===== src/rtl/tilt_square_seq_pkg.sv =====
// Shared definitions for the sequential shift-add squarer: default widths,
// the saturation constant for the default result width, and the FSM encoding.
package tilt_square_seq_pkg;

   localparam int IN_W_DEF  = 12;
   localparam int OUT_W_DEF = 22;

   // Largest representable result at the default result width.
   localparam logic [21:0] SAT_VAL = 22'h3FFFFF;

   typedef enum logic [1:0] {
      ST_IDLE = 2'd0,
      ST_CALC = 2'd1,
      ST_DONE = 2'd2
   } state_t;

endpackage


===== src/rtl/tilt_square_seq_if.sv =====
// Request/result bundle for tilt_square_seq.
// Handshake: start is a request that the block accepts only in IDLE or DONE;
// a request seen in CALC is dropped, not queued. ready is a one-cycle pulse
// marking a fresh out/sat pair, which then holds until the next pulse.
// busy is high for exactly the cycles spent computing.
interface tilt_square_seq_if #(
   parameter int IN_W  = 12,
   parameter int OUT_W = 22
);

   logic [IN_W-1:0]  in;
   logic             start;
   logic [OUT_W-1:0] out;
   logic             ready;
   logic             busy;
   logic             sat;

   // Requester side: drives operand and start, observes results.
   modport master (
      output in,
      output start,
      input  out,
      input  ready,
      input  busy,
      input  sat
   );

   // Squarer side.
   modport slave (
      input  in,
      input  start,
      output out,
      output ready,
      output busy,
      output sat
   );

endinterface


===== src/rtl/tilt_square_seq.sv =====
// Sequential squarer: one shift-add iteration per cycle over IN_W cycles,
// result saturated to OUT_W bits and held until the next result.
module tilt_square_seq
   import tilt_square_seq_pkg::*;
#(
   parameter int IN_W  = IN_W_DEF,
   parameter int OUT_W = OUT_W_DEF
) (
   input  logic               clk,
   input  logic               reset,
   tilt_square_seq_if.slave   bus,
   output state_t             dbg_state
);

   localparam int ACC_W = 2 * IN_W;
   localparam int CNT_W = $clog2(IN_W + 1);

   // Default width shares the package constant; other widths saturate to all ones.
   localparam logic [OUT_W-1:0] SAT_OUT =
      (OUT_W == OUT_W_DEF) ? OUT_W'(SAT_VAL) : {OUT_W{1'b1}};

   state_t            state_q;
   state_t            state_d;
   logic [IN_W-1:0]   mcand_q;
   logic [IN_W-1:0]   mplier_q;
   logic [ACC_W-1:0]  acc_q;
   logic [ACC_W-1:0]  acc_nxt;
   logic [ACC_W-1:0]  addend;
   logic [CNT_W-1:0]  cnt_q;
   logic [CNT_W-1:0]  idx;
   logic [OUT_W-1:0]  out_q;
   logic              sat_q;
   logic              accept;
   logic              last_iter;
   logic              acc_over;

   // Iteration datapath: next accumulator value and saturation detect.
   always_comb begin
      accept    = bus.start && (state_q == ST_IDLE || state_q == ST_DONE);
      last_iter = (state_q == ST_CALC) && (cnt_q == CNT_W'(1));
      // Counter runs IN_W..1, so the iteration index runs 0..IN_W-1.
      idx       = CNT_W'(IN_W) - cnt_q;
      addend    = {{IN_W{1'b0}}, mcand_q} << idx;
      acc_nxt   = mplier_q[0] ? (acc_q + addend) : acc_q;
      acc_over  = |(acc_nxt >> OUT_W);
   end

   // FSM next state.
   always_comb begin
      state_d = state_q;
      case (state_q)
         ST_IDLE: if (bus.start) state_d = ST_CALC;
         ST_CALC: if (cnt_q == CNT_W'(1)) state_d = ST_DONE;
         ST_DONE: state_d = bus.start ? ST_CALC : ST_IDLE;
         default: state_d = ST_IDLE;
      endcase
   end

   // FSM state register; reset wins over a coincident start.
   always_ff @(posedge clk or posedge reset) begin
      if (reset) state_q <= ST_IDLE;
      else       state_q <= state_d;
   end

   // Operand load, shift-add iteration and result capture on the final iteration.
   always_ff @(posedge clk or posedge reset) begin
      if (reset) begin
         mcand_q  <= '0;
         mplier_q <= '0;
         acc_q    <= '0;
         cnt_q    <= '0;
         out_q    <= '0;
         sat_q    <= 1'b0;
      end else if (accept) begin
         mcand_q  <= bus.in;
         mplier_q <= bus.in;
         acc_q    <= '0;
         cnt_q    <= CNT_W'(IN_W);
      end else if (state_q == ST_CALC) begin
         acc_q    <= acc_nxt;
         mplier_q <= mplier_q >> 1;
         cnt_q    <= cnt_q - CNT_W'(1);
         if (last_iter) begin
            out_q <= acc_over ? SAT_OUT : acc_nxt[OUT_W-1:0];
            sat_q <= acc_over;
         end
      end
   end

   assign bus.out   = out_q;
   assign bus.sat   = sat_q;
   assign bus.ready = (state_q == ST_DONE);
   assign bus.busy  = (state_q == ST_CALC);
   assign dbg_state = state_q;

endmodule


===== src/flat_wrapper.sv =====
// flat-port wrapper written by rule: the top's interface ports become plain ports
module tilt_square_seq_flat import tilt_square_seq_pkg::*;
#(
   parameter int IN_W  = IN_W_DEF,
   parameter int OUT_W = OUT_W_DEF
)
  (clk, reset, dbg_state, bus_in, bus_start, bus_out, bus_ready, bus_busy, bus_sat);
  tilt_square_seq_if #(.IN_W(IN_W), .OUT_W(OUT_W)) bus_i ();
  input  logic clk;
  input  logic reset;
  output state_t dbg_state;
  input wire logic [$bits(bus_i.in)-1:0] bus_in;
  input wire logic [$bits(bus_i.start)-1:0] bus_start;
  output wire logic [$bits(bus_i.out)-1:0] bus_out;
  output wire logic [$bits(bus_i.ready)-1:0] bus_ready;
  output wire logic [$bits(bus_i.busy)-1:0] bus_busy;
  output wire logic [$bits(bus_i.sat)-1:0] bus_sat;
  assign bus_i.in = bus_in;
  assign bus_i.start = bus_start;
  assign bus_out = bus_i.out;
  assign bus_ready = bus_i.ready;
  assign bus_busy = bus_i.busy;
  assign bus_sat = bus_i.sat;
  tilt_square_seq #(.IN_W(IN_W), .OUT_W(OUT_W)) u_core (.clk(clk), .reset(reset), .bus(bus_i), .dbg_state(dbg_state));
endmodule

===== config.mk =====
export PLATFORM = sky130hd
export DESIGN_NAME = tilt_square_seq_flat
export DESIGN_NICKNAME = d
export VERILOG_FILES = /design/src/rtl/tilt_square_seq_pkg.sv /design/src/rtl/tilt_square_seq_if.sv /design/src/rtl/tilt_square_seq.sv /design/src/flat_wrapper.sv
export SDC_FILE = /design/constraint.sdc
export NUM_CORES = 1
export LEC_CHECK = 0
export ABC_AREA = 1
export CORE_UTILIZATION = 54
export DETAILED_ROUTE_END_ITERATION = 10
export PLACE_DENSITY = 0.77
export SETUP_SLACK_MARGIN = 0.05
export SYNTH_ARGS = -nofsm -noshare
export SYNTH_HDL_FRONTEND = slang
export SYNTH_SLANG_ARGS = --single-unit
export TNS_END_PERCENT = 30

===== constraint.sdc =====
create_clock -name clk -period 3.16 [get_ports clk]
set_clock_uncertainty 0.2 [all_clocks]
set_input_delay 0.948 -clock clk [delete_from_list [all_inputs] [get_ports clk]]
set_output_delay 0.948 -clock clk [all_outputs]
set_load 0.005 [all_outputs]

# --- Word level (Yosys, flattened, before mapping) ---
# Cells that the tools add are included.
op_classes:
  eq_ne: 5
  n_div: 0
  n_reduce_logical: 8
  n_shift: 1
  n_lt_le_gt_ge: 0
  n_mux: 12
  addsub: 3
  bitwise: 1
  n_mul: 0
ops:
  columns: ["op", "n"]
  rows:
  - ["$mux 24", 3]
  - ["$add 24x24->24", 1]
  - ["$mux 12", 2]
  - ["$shl 12x4->24", 1]
  - ["$mux 22", 1]
  - ["$mux 4", 2]
  - ["$pmux 2 s3", 1]
  - ["$eq 4x1->1 const B", 1]
  - ["$mux 2", 2]
  - ["$sub 4x1->4 const B", 1]
  - ["$sub 4x4->4 const A", 1]
  - ["$reduce_and 3->1", 1]
  - ["$eq 2x1->1 const B", 1]
  - ["$eq 2x2->1 const B", 1]
  - ["$logic_and 1x1->1", 2]
  - ["$logic_not 2->1", 1]
  - ["$ne 2x1->1 const B", 1]
  - ["$ne 2x2->1 const B", 1]
  - ["$reduce_and 2->1", 1]
  - ["$reduce_bool 2->1", 1]
  - ["$reduce_or 2->1", 1]
  - ["$logic_or 1x1->1", 1]
  - ["$mux 1", 1]
  - ["$not 1->1", 1]
totals:
  in_bits: 15
  latchBits: 0
  romBits: 0
  ff_bits: 77
  ram_bits: 0
  elab_cells: 37
  mem_count: 0

# --- Logic depth before layout (Yosys ltp) ---
depth:
  ltp_word: 6
  ltp_mapped: 26

# --- Worst setup path after synthesis ---
# Ideal clock, no wire load.
synth_timing:
  path_type: "reg2reg"
  from: "register u_core.cnt_q[0]"
  to: "register u_core.out_q[5], in the netlist u_core.bus.out[5]"
  period_less_slack_ns: 3.415
  setup_slack_ns: -0.255
  stages_incl_launch_ff: 22
  n_path_buf: 2
  setup_time_ns: 0.116
  required_time_ns: 2.844
  t_arrival_ns: 3.099
  cell_sequence: "dfrtp_1 > inv_1 > ha_1 > xnor2_2 > clkbuf_1 > nand2_1 > o21ai_0 > o21ai_0 > ha_1 > nand2_1 > inv_1 > a21oi_1 > nand2_1 > nand2_1 > nand3_1 > nand2_1 > nand3_1 > nand2_1 > buf_4 > nand3_2 > nand2_1 > nand2_1"
synth_between:
  elab_chain_len: 6
  elab_cells_between_ends: 9
  classes_between: "add/sub: 2; eq/ne: 1; shift: 1; mux: 2; reduce/logical: 3"
synth_lines:
  columns: ["element", "line_no", "text"]
  rows:
  - ["start: declaration", "tilt_square_seq.sv:29", "logic [CNT_W-1:0] cnt_q;"]
  - ["start signal: assignment", "tilt_square_seq.sv:78", "cnt_q <= CNT_W'(IN_W);"]
  - ["start signal: assignment", "tilt_square_seq.sv:82", "cnt_q <= cnt_q - CNT_W'(1);"]
  - ["$sub 4x4->4", "tilt_square_seq.sv:42", "idx = CNT_W'(IN_W) - cnt_q;"]
  - ["$shl 12x4->24", "tilt_square_seq.sv:43", "addend = {{IN_W{1'b0}}, mcand_q} << idx;"]
  - ["$add 24x24->24", "tilt_square_seq.sv:44", "acc_nxt = mplier_q[0] ? (acc_q + addend) : acc_q;"]
  - ["$mux 24", "tilt_square_seq.sv:44", null]
  - ["$reduce_or 2->1", "tilt_square_seq.sv:45", "acc_over = |(acc_nxt >> OUT_W);"]
  - ["$mux 22", "tilt_square_seq.sv:84", "out_q <= acc_over ? SAT_OUT : acc_nxt[OUT_W-1:0];"]
  - ["end signal: assignment", "tilt_square_seq.sv:84", null]
  - ["end: declaration", "tilt_square_seq.sv:31", "logic [OUT_W-1:0] out_q;"]
# Parallel ways exist; a longest one is shown, timed or not.
# A chain may end at the register's enable or synchronous reset.

# --- Final worst setup path ---
layout_timing:
  from: "register u_core.cnt_q[0]"
  to: "register u_core.out_q[11], in the netlist u_core.bus.out[11]"
# The elaborated chain is that of the path after synthesis.

==> results.tsv <==
metric	value	unit
most used standard cell by instance count after synthesis	nand2_1	
gr usage total	34.8	%
Yosys reg bits	77	
hold buffer count at cts	0	
FP Rows	37	
DP HPWL	13.6	mm
grt ovf	0	
CP Capture Type	flop	
CTS Buf Count	9	
Clock Path Buffers	2	
final slew viol count	0	
Top FF cell, synth	dfrtp_1	
Slew HR	50.2	%
DRT iter0 DRCs	646	
largest net degree at the start of global routing	59	
syn nets	907	
synth unique cells	36	
CTS tree	yes	
Mean Syn Cell Area	6.62	um2
post-synthesis sequential area ratio	33.6	%
final WL	20.2	mm
global-route wire length before repair	30.1	mm
core area	10300	um2
Die Ht	105	um
XOR/XNOR Fraction of Synth Area	1.20	%
Yosys warnings	0	
fin crit share	113	%
Critical Path Fanout Max	7	
WP data required	3.20	ns
fin crit period	3.58	ns
CP bufs+invs	6	
DRC viols	0	
HP Class	flop to flop	
Initial Util	55.5	%
final hold violation count	0	
critical path class	flop to flop	
via count	6556	
Post-Synth Adder-Cell Area	6.03	%
Clock Latency Late Sink	0.36	ns
maxcap violations	0	
Final #Nets	1061	
RePlAce Congestion	1.02	
Post-Synth Simple-Gate Area	36.1	%
# diodes	0	
main combinational cell family by area after synthesis	simple AND/OR/NAND/NOR gates	
multiplexer share of the synthesized area	1.05	%
slowest CP cell	dfrtp_1	
synthesized area	5730	um2
clock slew at reported path FFs	0.08	ns
worst-margin pin slew	0.745	ns
Synth area leader	dfrtp_1	
First-pass DRT Iterations	8	
RSZ-0062 raised after global routing	true	
layout cells sized above 1	30.2	%
Cells after Synth	865	
Synth top area share	33.6	%
Synth area leaders	dfrtp_1, nand2_1, inv_1	
Avg WL per Cell	17.4	um
P&R area growth vs syn	42.4	%
synth cell count leaders	nand2_1, inv_1, dfrtp_1	
vias per std cell	5.66	
I/O Buffers	41	
Max Fclk	0.279	GHz
initial antenna violation count	0	
die area	11000	um2
Async S/R FF share, synth	100	%
status	finished with violations	
clk root buf	clkbuf_8	
setup ws final	-0.420	ns
die width	105	um
Clock Sink Count	77	
vias in the first global route	6164	
critical path's most frequent cell	nand2_1	
Final ANT Viol Nets	0	
number of flops mapped to enable cells by yosys	0	
final instance area	8150	um2
Top Ports	42	
crit-path leading delay family	simple AND/OR/NAND/NOR gates	
violated checks	negative setup slack	
Clock H-tree levels	3	
slowest stage delay, CP	0.41	ns
crit-path cells	inv_2 > ha_4 > buf_6 > nand2_2 > o21ai_4 > nand2_1 > o21ai_2 > nor2_1 > ha_1 > nand2_2 > inv_1 > nand2_1 > nand2_1 > inv_1 > nand2_2 > buf_4 > nand2_1 > nand3b_1 > nand3_2 > nand2_1 > nor2_1 > nand3_1 > nand2_1 > inv_1	
Startpoint Class	flop	
DP Area	7050	um2
final setup fails	40	
Worst Path Arrival	3.62	ns
Compound-Gate Fraction of Synth Area	10.6	%
## per-layer routing
layer  up-vias  GRT usage (%)  share of wire (%)
met5         -              0                  0
met4         0           12.6                4.1
met3        74           6.05                8.7
met2       355           55.3                 46
met1      3088           47.6                 41
li1       3039              -                  -
## cell families after synthesis
family	after synthesis
AND/OR/NAND/NOR	483
buffers and inverters	163
AO/OA/AOI/OAI	102
flip-flops	77
adder cells (fa/ha/maj)	27
XOR/XNOR	7
multiplexers	6
## per-stage QoR
stage / setup TNS, ns / hold slack (ns) / setup slack, ns / instances / util [%]
2_1_floorplan: 0 / 0.265 / 0.0660 / 865 / -
6_report: -10.63 / 0.289 / -0.420 / 1159 / 79.0
4_1_cts: -4.19 / 0.292 / -0.204 / 1143 / 74.9
5_1_grt: -19.41 / 0.317 / -0.681 / 1159 / 79.0
3_3_place_gp: -10.55 / 0.265 / -0.384 / 1113 / 68.2
3_5_place_dp: -9.89 / 0.265 / -0.367 / 1113 / 68.2
## state kept, by name (all words and copies together) (netlist names)
| name | cells |
|---|---|
| u_core.cnt_q | 4 |
| u_core.mcand_q | 12 |
| u_core.dbg_state | 2 |
| u_core.bus.out | 22 |
| u_core.bus.sat | 1 |
| u_core.mplier_q | 12 |
| u_core.acc_q | 24 |
## worst min-delay path, cell delays in order, from the launching register on
cell and delay [ns]:
dfrtp_1 0.35, nand2_1 0.05, nand2_1 0.06
## final cells by class
type,count,area [um2]
clock inverters,5,60.1
repair buffers,173,1530
fillers,682,2170
flip-flops and latches,77,1930
inverters,133,510
multi-input cells,625,3820
well taps,136,170
clock buffers,10,138
## path summary, 6_finish.rpt
| path | cells after the start | end | slack (ns) | from |
|---|---|---|---|---|
| worst max-delay path | 24 | u_core.bus.out[11] | -0.42 | u_core.cnt_q[0] |
| worst max register to register | 24 | u_core.bus.out[11] | -0.42 | u_core.cnt_q[0] |
| min in group asynchronous | 2 | u_core.bus.out[15] | 0.76 | reset |
| worst min register to register | 2 | u_core.bus.out[21] | 0.29 | u_core.bus.out[21] |
| max in group asynchronous | 3 | u_core.acc_q[9] | 1.36 | reset |
| worst min-delay path | 2 | u_core.bus.out[21] | 0.29 | u_core.bus.out[21] |
## placed cells by master (no fill, tap or decap), types with 10 or more instances in the layout
| master | n |
|---|---|
| nand2_1 | 282 |
| inv_1 | 126 |
| buf_4 | 118 |
| dfrtp_1 | 77 |
| nor2_1 | 43 |
| clkdlybuf4s50_1 | 41 |
| nand3_1 | 37 |
| nand2_2 | 36 |
| nand3_2 | 25 |
| o21ai_0 | 22 |
| o21ai_2 | 20 |
| ha_4 | 14 |
| nor2_2 | 13 |
| o22ai_1 | 13 |
| nor2_4 | 11 |
| o221ai_1 | 11 |
| ha_1 | 11 |
| nand3b_1 | 10 |
| clkbuf_8 | 10 |
## timing repair
| action | 4_1_cts | 5_1_grt |
|---|---|---|
| buffers inserted | 15 | 14 |
| pin swaps | 23 | 38 |
| endpoints found under the setup margin | 41 | 45 |
| gates cloned | 0 | 2 |
| resized for setup | 102 | 65 |
Power is not shown: default switching activity piles up to over one toggle a cycle in this logic, so the estimate is an artifact.
